### config.mk
export PLATFORM = sky130hd
export DESIGN_NAME = bp_fe_instr_realigner_flat
export DESIGN_NICKNAME = d
export VERILOG_FILES = /design/src/rtl/bp_fe_instr_realigner_if.sv /design/src/rtl/bp_fe_instr_realigner.sv /design/src/flat_wrapper.sv
export SDC_FILE = /design/constraint.sdc
export NUM_CORES = 1
export LEC_CHECK = 0
export ABC_AREA = 1
export CORE_UTILIZATION = 50
export DETAILED_ROUTE_END_ITERATION = 8
export PLACE_DENSITY_LB_ADDON = 0.08
export SLEW_MARGIN = 30
export SYNTH_ARGS = -nofsm -noshare
export SYNTH_HDL_FRONTEND = slang
export SYNTH_SLANG_ARGS = --single-unit
### constraint.sdc
create_clock -name clk_i -period 3.1 [get_ports clk_i]
set_input_delay 0.93 -clock clk_i [delete_from_list [all_inputs] [get_ports clk_i]]
set_output_delay 0.93 -clock clk_i [all_outputs]
set_load 0.05 [all_outputs]
### src/rtl/bp_fe_instr_realigner_if.sv
// Fetch-to-decode parcel bus: fetch words in, aligned 16/32-bit instructions out.
// Signal names are seen from the realigner's side.
interface bp_fe_instr_realigner_if #(
  parameter int unsigned vaddr_width_p = 39
);
  logic                     flush_i;
  logic                     fetch_v_i;
  logic [31:0]              fetch_data_i;
  logic [vaddr_width_p-1:0] fetch_pc_i;
  logic                     fetch_ready_o;
  logic                     instr_v_o;
  logic [31:0]              instr_o;
  logic [vaddr_width_p-1:0] instr_pc_o;
  logic                     instr_compressed_o;
  logic                     instr_yumi_i;

  // Upstream fetch unit plus downstream decoder.
  modport master (
    output flush_i, fetch_v_i, fetch_data_i, fetch_pc_i, instr_yumi_i,
    input  fetch_ready_o, instr_v_o, instr_o, instr_pc_o, instr_compressed_o
  );

  // Realigner.
  modport slave (
    input  flush_i, fetch_v_i, fetch_data_i, fetch_pc_i, instr_yumi_i,
    output fetch_ready_o, instr_v_o, instr_o, instr_pc_o, instr_compressed_o
  );
endinterface

### src/rtl/bp_fe_instr_realigner.sv
// Splits 32-bit fetch words into RVC/RV32 instructions, stitching 32-bit
// instructions that straddle a word boundary via a pending high parcel.
module bp_fe_instr_realigner #(
  parameter int unsigned vaddr_width_p = 39
) (
  input logic                     clk_i,
  input logic                     reset_n_i,
  bp_fe_instr_realigner_if.slave  bus
);

  localparam int unsigned parcel_w = 16;
  localparam int unsigned word_w   = 32;

  typedef enum logic [1:0] {
    EMPTY = 2'd0,
    LO    = 2'd1,
    HI    = 2'd2,
    PEND  = 2'd3
  } state_e;

  state_e                   state_q, state_d;
  logic [word_w-1:0]        word_q;
  logic [vaddr_width_p-1:0] word_pc_q;
  logic [parcel_w-1:0]      pend_q;
  logic [vaddr_width_p-1:0] pend_pc_q;

  logic                     load_word_c;
  logic                     load_pend_c;
  logic                     go_empty_c;
  logic                     fetch_ready_c;
  logic                     instr_v_c;
  logic [word_w-1:0]        instr_c;
  logic [vaddr_width_p-1:0] instr_pc_c;
  logic                     instr_compressed_c;

  logic                     lo_is_rvc;
  logic                     hi_is_rvc;
  logic [vaddr_width_p-1:0] word_pc_inc;

  assign lo_is_rvc   = (word_q[1:0]   != 2'b11);
  assign hi_is_rvc   = (word_q[17:16] != 2'b11);
  assign word_pc_inc = word_pc_q + vaddr_width_p'(2);

  // Next-state and output decode; flush and reset override everything.
  always_comb begin
    state_d            = state_q;
    load_word_c        = 1'b0;
    load_pend_c        = 1'b0;
    go_empty_c         = 1'b0;
    fetch_ready_c      = 1'b0;
    instr_v_c          = 1'b0;
    instr_c            = '0;
    instr_pc_c         = word_pc_q;
    instr_compressed_c = 1'b0;

    case (state_q)
      EMPTY: go_empty_c = 1'b1;
      LO: begin
        instr_v_c = 1'b1;
        if (lo_is_rvc) begin
          instr_c            = {16'h0000, word_q[15:0]};
          instr_compressed_c = 1'b1;
          if (bus.instr_yumi_i) state_d = HI;
        end else begin
          instr_c = word_q;
          if (bus.instr_yumi_i) go_empty_c = 1'b1;
        end
      end
      HI: begin
        if (hi_is_rvc) begin
          instr_v_c          = 1'b1;
          instr_c            = {16'h0000, word_q[31:16]};
          instr_pc_c         = word_pc_inc;
          instr_compressed_c = 1'b1;
          if (bus.instr_yumi_i) go_empty_c = 1'b1;
        end else begin
          // Upper parcel starts a 32-bit instruction: wait for the next word.
          fetch_ready_c = 1'b1;
          if (bus.fetch_v_i) begin
            load_word_c = 1'b1;
            load_pend_c = 1'b1;
            state_d     = PEND;
          end
        end
      end
      PEND: begin
        instr_v_c  = 1'b1;
        instr_c    = {word_q[15:0], pend_q};
        instr_pc_c = pend_pc_q;
        if (bus.instr_yumi_i) state_d = HI;
      end
      default: state_d = EMPTY;
    endcase

    // Word fully consumed: accept a new one in the same edge.
    if (go_empty_c) begin
      fetch_ready_c = 1'b1;
      state_d       = EMPTY;
      if (bus.fetch_v_i) begin
        load_word_c = 1'b1;
        state_d     = bus.fetch_pc_i[1] ? HI : LO;
      end
    end

    if (bus.flush_i || !reset_n_i) begin
      state_d       = EMPTY;
      load_word_c   = 1'b0;
      load_pend_c   = 1'b0;
      fetch_ready_c = 1'b0;
      instr_v_c     = 1'b0;
    end
  end

  always_ff @(posedge clk_i or negedge reset_n_i) begin
    if (!reset_n_i) state_q <= EMPTY;
    else            state_q <= state_d;
  end

  // Parcel datapath; word_pc is kept word-aligned so the high half sits at +2.
  always_ff @(posedge clk_i or negedge reset_n_i) begin
    if (!reset_n_i) begin
      word_q    <= '0;
      word_pc_q <= '0;
      pend_q    <= '0;
      pend_pc_q <= '0;
    end else begin
      if (load_pend_c) begin
        pend_q    <= word_q[31:16];
        pend_pc_q <= word_pc_inc;
      end
      if (load_word_c) begin
        word_q    <= bus.fetch_data_i;
        word_pc_q <= bus.fetch_pc_i & ~vaddr_width_p'(3);
      end
    end
  end

  assign bus.fetch_ready_o      = fetch_ready_c;
  assign bus.instr_v_o          = instr_v_c;
  assign bus.instr_o            = instr_c;
  assign bus.instr_pc_o         = instr_pc_c;
  assign bus.instr_compressed_o = instr_compressed_c;

endmodule

### src/flat_wrapper.sv
// flat-port wrapper written by rule: the top's interface ports become plain ports
module bp_fe_instr_realigner_flat 
#(
  parameter int unsigned vaddr_width_p = 39
)
  (clk_i, reset_n_i, bus_flush_i, bus_fetch_v_i, bus_fetch_data_i, bus_fetch_pc_i, bus_instr_yumi_i, bus_fetch_ready_o, bus_instr_v_o, bus_instr_o, bus_instr_pc_o, bus_instr_compressed_o);
  bp_fe_instr_realigner_if #(.vaddr_width_p(vaddr_width_p)) bus_i ();
  input logic clk_i;
  input logic reset_n_i;
  input wire logic [$bits(bus_i.flush_i)-1:0] bus_flush_i;
  input wire logic [$bits(bus_i.fetch_v_i)-1:0] bus_fetch_v_i;
  input wire logic [$bits(bus_i.fetch_data_i)-1:0] bus_fetch_data_i;
  input wire logic [$bits(bus_i.fetch_pc_i)-1:0] bus_fetch_pc_i;
  input wire logic [$bits(bus_i.instr_yumi_i)-1:0] bus_instr_yumi_i;
  output wire logic [$bits(bus_i.fetch_ready_o)-1:0] bus_fetch_ready_o;
  output wire logic [$bits(bus_i.instr_v_o)-1:0] bus_instr_v_o;
  output wire logic [$bits(bus_i.instr_o)-1:0] bus_instr_o;
  output wire logic [$bits(bus_i.instr_pc_o)-1:0] bus_instr_pc_o;
  output wire logic [$bits(bus_i.instr_compressed_o)-1:0] bus_instr_compressed_o;
  assign bus_i.flush_i = bus_flush_i;
  assign bus_i.fetch_v_i = bus_fetch_v_i;
  assign bus_i.fetch_data_i = bus_fetch_data_i;
  assign bus_i.fetch_pc_i = bus_fetch_pc_i;
  assign bus_i.instr_yumi_i = bus_instr_yumi_i;
  assign bus_fetch_ready_o = bus_i.fetch_ready_o;
  assign bus_instr_v_o = bus_i.instr_v_o;
  assign bus_instr_o = bus_i.instr_o;
  assign bus_instr_pc_o = bus_i.instr_pc_o;
  assign bus_instr_compressed_o = bus_i.instr_compressed_o;
  bp_fe_instr_realigner #(.vaddr_width_p(vaddr_width_p)) u_core (.clk_i(clk_i), .reset_n_i(reset_n_i), .bus(bus_i));
endmodule
==> flow_metrics.py <==
metrics = {
    "floorplanning": {
        "dieArea_mm2": 0.0126,
        "ios": 150,
        "die_w_um": 112,
        "start_util_pct": 52.2,
        "num_rows": 39,
        "fp.coreArea_mm2": 0.0116,
        "die_h_um": 112,
    },
    "drt": {
        "vias": 5867,
        "drtAntennaViolNets": 0,
        "drt-initial-drc-count": 614,
        "drc_errors": 8,
        "drtPass1Iterations": 7,
        "routed_wirelength_um": 17000,
        "viasPerCell": 5.47,
        "wl_per_cell_um": 15.9,
    },
    "timing": {
        "period_needed_ns": 3.06,
        "worst_slew_pin_slew_ns": 0.796,
        "period_share_pct": 98.6,
        "max_freq_mhz": 327,
        "whs_ns": 0.443,
        "worst_clock_skew_ns": 0.00707,
        "fin_setup_tns_ns": 0,
        "slew_viol_final": 0,
        "setup_viol": 0,
        "rsz0062_at_grt": "true",
        "hold_viol_final": 0,
        "slew_headroom_pct": 46.9,
    },
    "worst_setup_path": {
        "cp_data_arrival_time_ns": 2.13,
        "r2r-end": "u_core.word_pc_q[11]",
        "crit_type": "reg -> out",
        "critPathCaptureType": "primary output",
        "path_max_fanout": 14,
        "rr_startpoint": "u_core.state_q[0]",
        "r2r_slack_ns": 0.63,
        "cp.required_ns": 2.17,
        "rr_worst_depth": 11,
        "timing.critical_path.from": "u_core.state_q[0]",
        "cp-start-kind": "flip-flop",
        "cp-endpoint": "bus_instr_o[14]",
    },
    "clock_network": {
        "path_clk_slew_ns": 0.05,
        "cts-root-buf": "clkbuf_16",
        "cts_buffers": 17,
        "clk_latency_ns": 0.42,
        "cts_buffer_depth": 2,
        "htreeDepth": 4,
        "cts_sinks": 125,
        "cts_hold_buf": 0,
        "cts_tree": "done",
    },
    "layout": {
        "final_util_pct": 74.0,
        "layout_commonest_cell": "nand2_1",
        "final_nets": 998,
        "final_cell_mix": "nand2_1 (306), dfrtp_1 (125), o21ai_0 (113), nand3_1 (75), clkdlybuf4s50_1 (73)",
        "drive_gt1_share_pct": 15.6,
        "antenna_cells": 0,
        "syn2layout_area_growth_pct": 41.7,
    },
    "placed_design": {
        "detailed_place_hpwl_um": 11000,
        "portBuffers": 147,
        "gp_congestion": 0.840,
    },
    "run_status": {
        "violations": "design-rule violations",
        "status": "finished with violations",
    },
    "job": {
        "cap_violations": 0,
    },
    "synth": {
        "async_flop_share_pct": 100,
        "synthCells": 787,
        "yosysWarnings": 0,
        "synth.avg_cell_area_um2": 7.71,
        "netlist_area_mm2": 0.00607,
        "synth-main-ff-cell": "dfrtp_1",
        "yosysSeqAreaShare_pct": 51.6,
        "synth_seq_cells": 125,
        "synth_edf_count": 0,
        "ys_types": 26,
        "synth_fp_nets": 867,
    },
    "global_routing": {
        "grt_pass1_vias": 5880,
        "overflow": 0,
        "antenna_found_initial": 0,
        "grt_start_max_net_pins": 76,
        "grt_pass1_wl_um": 28300,
        "grt_use_total_pct": 28.9,
    },
    "power_and_ir_drop": {
        "ir_drop_v": 0.000391,
        "finalPower_mw": 4.96,
        "leakagePower_nw": 4.05,
        "power.density_mw_per_mm2": 577,
    },
    "min_path": {
        "hp-class": "reg -> reg",
    },
}
[layout make-up]
cell class | instances | area [um2]
clock buffer | 24 | 502
clock inverter | 7 | 37.5
fill | 879 | 3020
inverter | 50 | 198
multi-input combinational | 555 | 2530
sequential | 125 | 3130
tap | 143 | 179
timing repair buffer | 169 | 2020
[worst min path at each step]
stage                                    from                   to  slack, ns  cells after the start
after floorplan           u_core.pend_pc_q[1]  u_core.pend_pc_q[1]       0.42                      2
after global placement    u_core.pend_pc_q[1]  u_core.pend_pc_q[1]       0.43                      2
after detailed placement  u_core.pend_pc_q[1]  u_core.pend_pc_q[1]       0.43                      2
after CTS                 u_core.pend_pc_q[1]  u_core.pend_pc_q[1]       0.45                      2
after global routing      u_core.pend_pc_q[1]  u_core.pend_pc_q[1]       0.47                      2
final                     u_core.pend_pc_q[1]  u_core.pend_pc_q[1]       0.44                      2
[critical path: stages (launching register included)]
cell	delay, ns
dfrtp_1	0.42
inv_1	0.11
ha_1	0.24
nand2_2	0.14
clkinvlp_4	0.11
buf_12	0.13
nand2_1	0.05
a31oi_1	0.30
buf_12	0.19
[cells by family after synthesis]
kind of cell | synth area share [%]
AOI/OAI and AO/OA | 12.8
DFF | 51.6
buffers and inverters | 7.47
and+or+nand+nor | 27.3
other | 0.0618
adders and majority gates | 0.825
[Yosys cell counts (2+ instances only)]
cell	count	area share, %
nand2_4	2	0.37
a31oi_1	16	1.7
buf_6	3	0.56
nand4_1	3	0.31
nor2_1	8	0.50
buf_2	20	1.7
a21oi_1	16	1.3
buf_1	5	0.31
dfrtp_1	125	52
ha_1	4	0.83
o21ai_0	113	9.3
or2_2	2	0.21
a22oi_1	2	0.25
nand3_1	75	6.2
inv_1	49	3.0
clkbuf_1	28	1.7
nand2_1	307	19
[stage by stage]
stage	instances	instance area (um2)	setup slack [ns]
floorplan	787	6070	0.0205
global placement	1041	7950	0.0159
detailed placement	1041	7950	-0.0184
CTS	1073	8540	0.0248
global route	1073	8600	-0.0463
finish	1073	8600	0.0435
[repair_timing]
item,in CTS,in global routing
buffers inserted,1,0
pin swaps,0,1
resized for setup,6,12
endpoints found under the setup margin,31,40
[where the power goes]
group | internal (mW) | switching, mW
Clock | 1.11 | 0.687
Combinational | 0.409 | 0.734
Sequential | 1.84 | 0.176
Total | 3.36 | 1.60
[routing by layer]
metal  wire length, um  track usage [%]  vias to the layer above
li1                  -                -                     2796
met1              7100             36.0                     2808
met2              8380             48.7                      237
met3              1220             6.80                       26
met4               340             12.0                        0
met5                 0                0                        -
[state kept, by name, indices dropped and copies added, names as in the netlist]
| signal | flops |
|---|---|
| u_core.word_q | 32 |
| u_core.pend_pc_q | 38 |
| u_core.state_q | 2 |
| u_core.pend_q | 16 |
| u_core.word_pc_q | 37 |
(Power assumes the default switching activity.)
